<file path="config.mk">
export PLATFORM = sky130hd
export DESIGN_NAME = csr_excp_ctrl
export DESIGN_NICKNAME = d
export VERILOG_FILES = /design/src/rtl/csr_excp_ctrl.sv
export SDC_FILE = /design/constraint.sdc
export NUM_CORES = 1
export LEC_CHECK = 0
export ABC_AREA = 1
export BUFFER_PORTS_ARGS = -buffer_cell sky130_fd_sc_hd__buf_2
export CORE_ASPECT_RATIO = 1.5
export CORE_UTILIZATION = 46
export CTS_CLUSTER_DIAMETER = 40
export DETAILED_ROUTE_END_ITERATION = 7
export PLACE_DENSITY = 0.88
export SLEW_MARGIN = 0
export SYNTH_ARGS = -nofsm -noshare
export SYNTH_HDL_FRONTEND = slang
export SYNTH_SLANG_ARGS = --single-unit
</file>
<file path="constraint.sdc">
create_clock -name clk -period 1.89 [get_ports clk]
set_input_delay 0.0945 -clock clk [delete_from_list [all_inputs] [get_ports clk]]
set_output_delay 0.0945 -clock clk [all_outputs]
set_load 0.02 [all_outputs]
</file>
<file path="src/rtl/csr_excp_ctrl.sv">
// csr_excp_ctrl: prioritises WB exceptions/interrupts/ertn, strobes the CSR commit,
// then sequences flush, pre-IF redirect handshake and pipeline drain.
module csr_excp_ctrl #(
    parameter int DRAIN_CYCLES = 2
) (
    input  logic        clk,
    input  logic        resetn,
    input  logic        wb_valid,
    input  logic [31:0] wb_pc_in,
    input  logic [31:0] wb_vaddr_in,
    input  logic [4:0]  wb_exc_vec,
    input  logic        wb_ertn,
    input  logic        has_int,
    input  logic [31:0] ex_entry,
    input  logic [31:0] ertn_entry,
    output logic        wb_allowin,
    output logic        wb_kill,
    output logic        wb_ex,
    output logic [5:0]  wb_ecode,
    output logic [8:0]  wb_esubcode,
    output logic        ertn_flush,
    output logic [31:0] wb_pc,
    output logic [31:0] wb_vaddr,
    output logic        flush_all,
    output logic        redir_valid,
    output logic [31:0] redir_target,
    input  logic        redir_ready
);
    typedef enum logic [1:0] {IDLE, COMMIT, REDIRECT, DRAIN} state_t;

    state_t      state_q, state_d;
    logic [5:0]  ecode_q, ecode_d;
    logic        ertn_q, ertn_d;
    logic [31:0] pc_q, pc_d, vaddr_q, vaddr_d, target_q, target_d;
    logic [3:0]  cnt_q, cnt_d;
    logic        exc, evt, idle, commit, redirect;

    assign exc      = has_int | (|wb_exc_vec);
    assign evt      = wb_valid & (exc | wb_ertn);
    assign idle     = state_q == IDLE;
    assign commit   = state_q == COMMIT;
    assign redirect = state_q == REDIRECT;

    always_comb begin
        state_d  = state_q;
        ecode_d  = ecode_q;
        ertn_d   = ertn_q;
        pc_d     = pc_q;
        vaddr_d  = vaddr_q;
        target_d = target_q;
        cnt_d    = cnt_q;
        case (state_q)
            IDLE: if (evt) begin
                state_d = COMMIT;
                ertn_d  = ~exc;
                pc_d    = wb_pc_in;
                ecode_d = has_int       ? 6'h00 :
                          wb_exc_vec[0] ? 6'h08 :
                          wb_exc_vec[1] ? 6'h0D :
                          wb_exc_vec[2] ? 6'h0B :
                          wb_exc_vec[3] ? 6'h0C :
                          wb_exc_vec[4] ? 6'h09 : 6'h00;
                // BADV only reported when ADEF or ALE is the winning cause
                vaddr_d = has_int       ? 32'd0    :
                          wb_exc_vec[0] ? wb_pc_in :
                          (wb_exc_vec[4] & ~|wb_exc_vec[3:1]) ? wb_vaddr_in : 32'd0;
            end
            COMMIT: begin
                state_d  = REDIRECT;
                target_d = ertn_q ? ertn_entry : ex_entry;
            end
            REDIRECT: if (redir_ready) begin
                state_d = DRAIN;
                cnt_d   = 4'(DRAIN_CYCLES - 1);
            end
            default: begin
                state_d = (cnt_q == 4'd0) ? IDLE : DRAIN;
                cnt_d   = (cnt_q == 4'd0) ? 4'd0 : cnt_q - 4'd1;
            end
        endcase
    end

    always_ff @(posedge clk or negedge resetn) begin
        if (!resetn) begin
            state_q  <= IDLE;
            ecode_q  <= '0;
            ertn_q   <= 1'b0;
            pc_q     <= '0;
            vaddr_q  <= '0;
            target_q <= '0;
            cnt_q    <= '0;
        end else begin
            state_q  <= state_d;
            ecode_q  <= ecode_d;
            ertn_q   <= ertn_d;
            pc_q     <= pc_d;
            vaddr_q  <= vaddr_d;
            target_q <= target_d;
            cnt_q    <= cnt_d;
        end
    end

    // resetn gating keeps IDLE-derived outputs at 0 while reset is held
    assign wb_allowin   = idle & resetn;
    assign wb_kill      = idle & resetn & evt;
    assign wb_ex        = commit & ~ertn_q;
    assign ertn_flush   = commit & ertn_q;
    assign wb_ecode     = commit ? ecode_q : 6'd0;
    assign wb_esubcode  = 9'd0;
    assign wb_pc        = commit ? pc_q : 32'd0;
    assign wb_vaddr     = commit ? vaddr_q : 32'd0;
    assign flush_all    = commit | redirect;
    assign redir_valid  = redirect;
    assign redir_target = redirect ? target_q : 32'd0;
endmodule

</file>
==> metrics <==
Layout Utilization 67.4%; Seq/Total Area, Yosys 45.0%; Yosys reg bits 107; Synth area leader dfrtp_1; status finished clean; Layout Area Growth over Synthesis 41.8%; Overall Global Routing Usage 28.1%; most used routing layer met2; combinational share of power 48.3%; min-delay src ertn_entry[1]; Critical Path Fanout Max 17; CP required 1.80 ns; die span in x 94.8 µm; gpl congestion 0.826; unique cell type count in the Yosys netlist 25; Pwr Density 1310 nW/µm²; grt met3 use 6.90%; count of pins over their slew limit 0; Nets 1324; Post-synth top cells nand2_1, inv_1, dfrtp_1; DRC violations left 0; Reg2Reg Setup Slack 0.22 ns; CTS tree built; Initial Utilization 47.5%; register area 2680 µm²; pin count of the biggest net entering global routing 108; DRT antenna net count 0; max-cap viol count 0; Tmin final 1.82 ns; row cnt 50; NetSw 0.00482 W; per-cell routed wire length 14.3 µm; IO Pins 256; Int Pwr 0.00621 W; ys flop type dfrtp_1; Rel. slew slack 59.9%; initial antenna violation count 1; Flop pwr share 35.6%; global routing usage on met1 31.9%; IO Port Bufs 244; core area 12500 µm²; Initial DRT Pass Iterations 5; Area contributors post-synth dfrtp_1, nand2_1, inv_1; fin crit share 96.1%; global-route wire length before repair 29200 µm; GRT Residual Overflow 0; HPWL after DPL 11400 µm; critical path class reg -> out; clock latency on the worst-skew pair 0.34 ns; vias in the first global route 6236; Worst Max-Slew Pin Slew 0.602 ns; Final Setup Violations 0; vias per cell 4.94; post-synthesis instance area 5940 µm²; DRT Wirelength 19200 µm; reg2reg start state_q[0]; Max Clk Rate 550 MHz; clock tree sinks 107; startpoint types flop; layout cells sized above 1 24.5%; synthesized netlist cell count 868; H-tree depth 3; via count 6636; CP endpoint kind output pin; met2 Resource Use GR 46.7%; clock-pin slew on the worst setup and hold paths 0.07 ns; synth warn 0; height of the die 141 µm; CP Launch Point state_q[1]; Leakage 5.33 nW; minimum hold slack 0.0167 ns; CTS buffer count 9; Hold Path Class in -> reg; clock buffer depth 2; Peak VDD IR 0.000561 V; most common cell in the netlist nand2_1; Clock Skews 0.0107 ns; post-synth top area share 45.0%; die area 13400 µm²; Clock Power Share 16.2%; combined area of the multi-input logic cells 2480 µm²; Post-synth ARST share 100%; crit path DAT 1.72 ns; sw frac 43.7%; syn avg cell area 6.85 µm²; Fill cells 946; EDFF count, synth 0; Clock Root Buffer clkbuf_16; final hold vios 0; drt initial violations 342
## routing by layer
layer,vias up,wire length (µm)
met1,2988,6960
met2,398,9350
li1,3177,-
met3,73,1930
met5,-,0
met4,0,1010
## worst max-delay path: stages (launching register included)
cell and delay (ns):
dfrtp_1 0.43, inv_2 0.11, ha_4 0.19, clkinv_1 0.14, nor2_4 0.17, buf_12 0.16, buf_2 0.18
## registers in the layout, indices dropped and copies added, names as in the netlist
signal	cells
cnt_q	4
pc_q	32
ertn_q	1
target_q	32
state_q	2
vaddr_q	32
ecode_q	4
## logic make-up (layout without fill, tap and decap cells)
family	after synthesis	after routing	share of synthesized area (%)
and+or+nand+nor	494	494	32.4
buffers and inverters	181	487	14.2
DFF	107	107	45.0
AOI/OAI and AO/OA	77	77	6.65
adders and majority gates	6	6	1.26
xor gates and xnor gates	2	2	0.295
other	1	13	0.0631
## power by group through the flow
stage | registers [W] | clock network [W] | logic, W
final | 0.00392 | 0.00178 | 0.00533
after global routing | 0.00401 | 0.00194 | 0.00588
after CTS | 0.00387 | 0.00183 | 0.00512
after detailed placement | 0.00388 | 0 | 0.00494
after global placement | 0.00387 | 0 | 0.00479
after floorplan | 0.00375 | 0 | 0.00359
## cell usage in the layout (no fill, tap or decap), types with 2 or more instances in the layout
cell / n
clkinv_4: 2
xor2_1: 2
a21oi_1: 33
clkinv_1: 2
dfrtp_1: 107
clkbuf_8: 2
inv_1: 114
clkbuf_1: 2
o22ai_1: 2
o21ai_0: 40
nand3_2: 2
conb_1: 11
nand3_1: 38
buf_2: 243
inv_2: 5
nor2_1: 5
clkbuf_16: 10
nor2_2: 2
buf_4: 11
diode_2: 2
ha_1: 4
nand2_1: 443
dlygate4sd3_1: 88
buf_12: 6
## repair_timing
action,4_1_cts,5_1_grt
hold endpoints to repair,171,0
hold buffers,88,0
resized for setup,2,6
pin swaps,0,1
endpoints found under the setup margin,1,49
gates cloned,0,1
setup buffers,0,1
## layout make-up
class                   instances  share of cell area (%)
flip-flops and latches        107                    31.8
well taps                     156                    2.32
inverters                     121                    5.39
multi-input cells             590                    29.4
clock buffers                  13                    3.09
repair buffers                350                    27.7
diodes                          2                  0.0594
clock inverters                 3                   0.267
## metrics by stage
stage | area (µm²) | power [W] | std cells | setup slack [ns] | TNS [ns]
after global placement | 7190 | 0.00866 | 1234 | 0.259 | 0
after global routing | 8430 | 0.0118 | 1341 | -0.00315 | -0.00315
after CTS | 8370 | 0.0108 | 1338 | 0.0459 | 0
final | 8430 | 0.0110 | 1342 | 0.0731 | 0
after detailed placement | 7190 | 0.00882 | 1234 | 0.159 | 0
after floorplan | 5980 | 0.00734 | 878 | 0.215 | 0
## final timing paths
check / cells past startpoint / end
worst max register to register: 8 / cnt_q[2]
worst min-delay path: 3 / target_q[1]
worst min register to register: 2 / pc_q[24]
max in group asynchronous: 3 / vaddr_q[31]
worst max-delay path: 6 / wb_ex
min in group asynchronous: 3 / target_q[31]
Note: power is estimated with default switching activity, not from simulation.
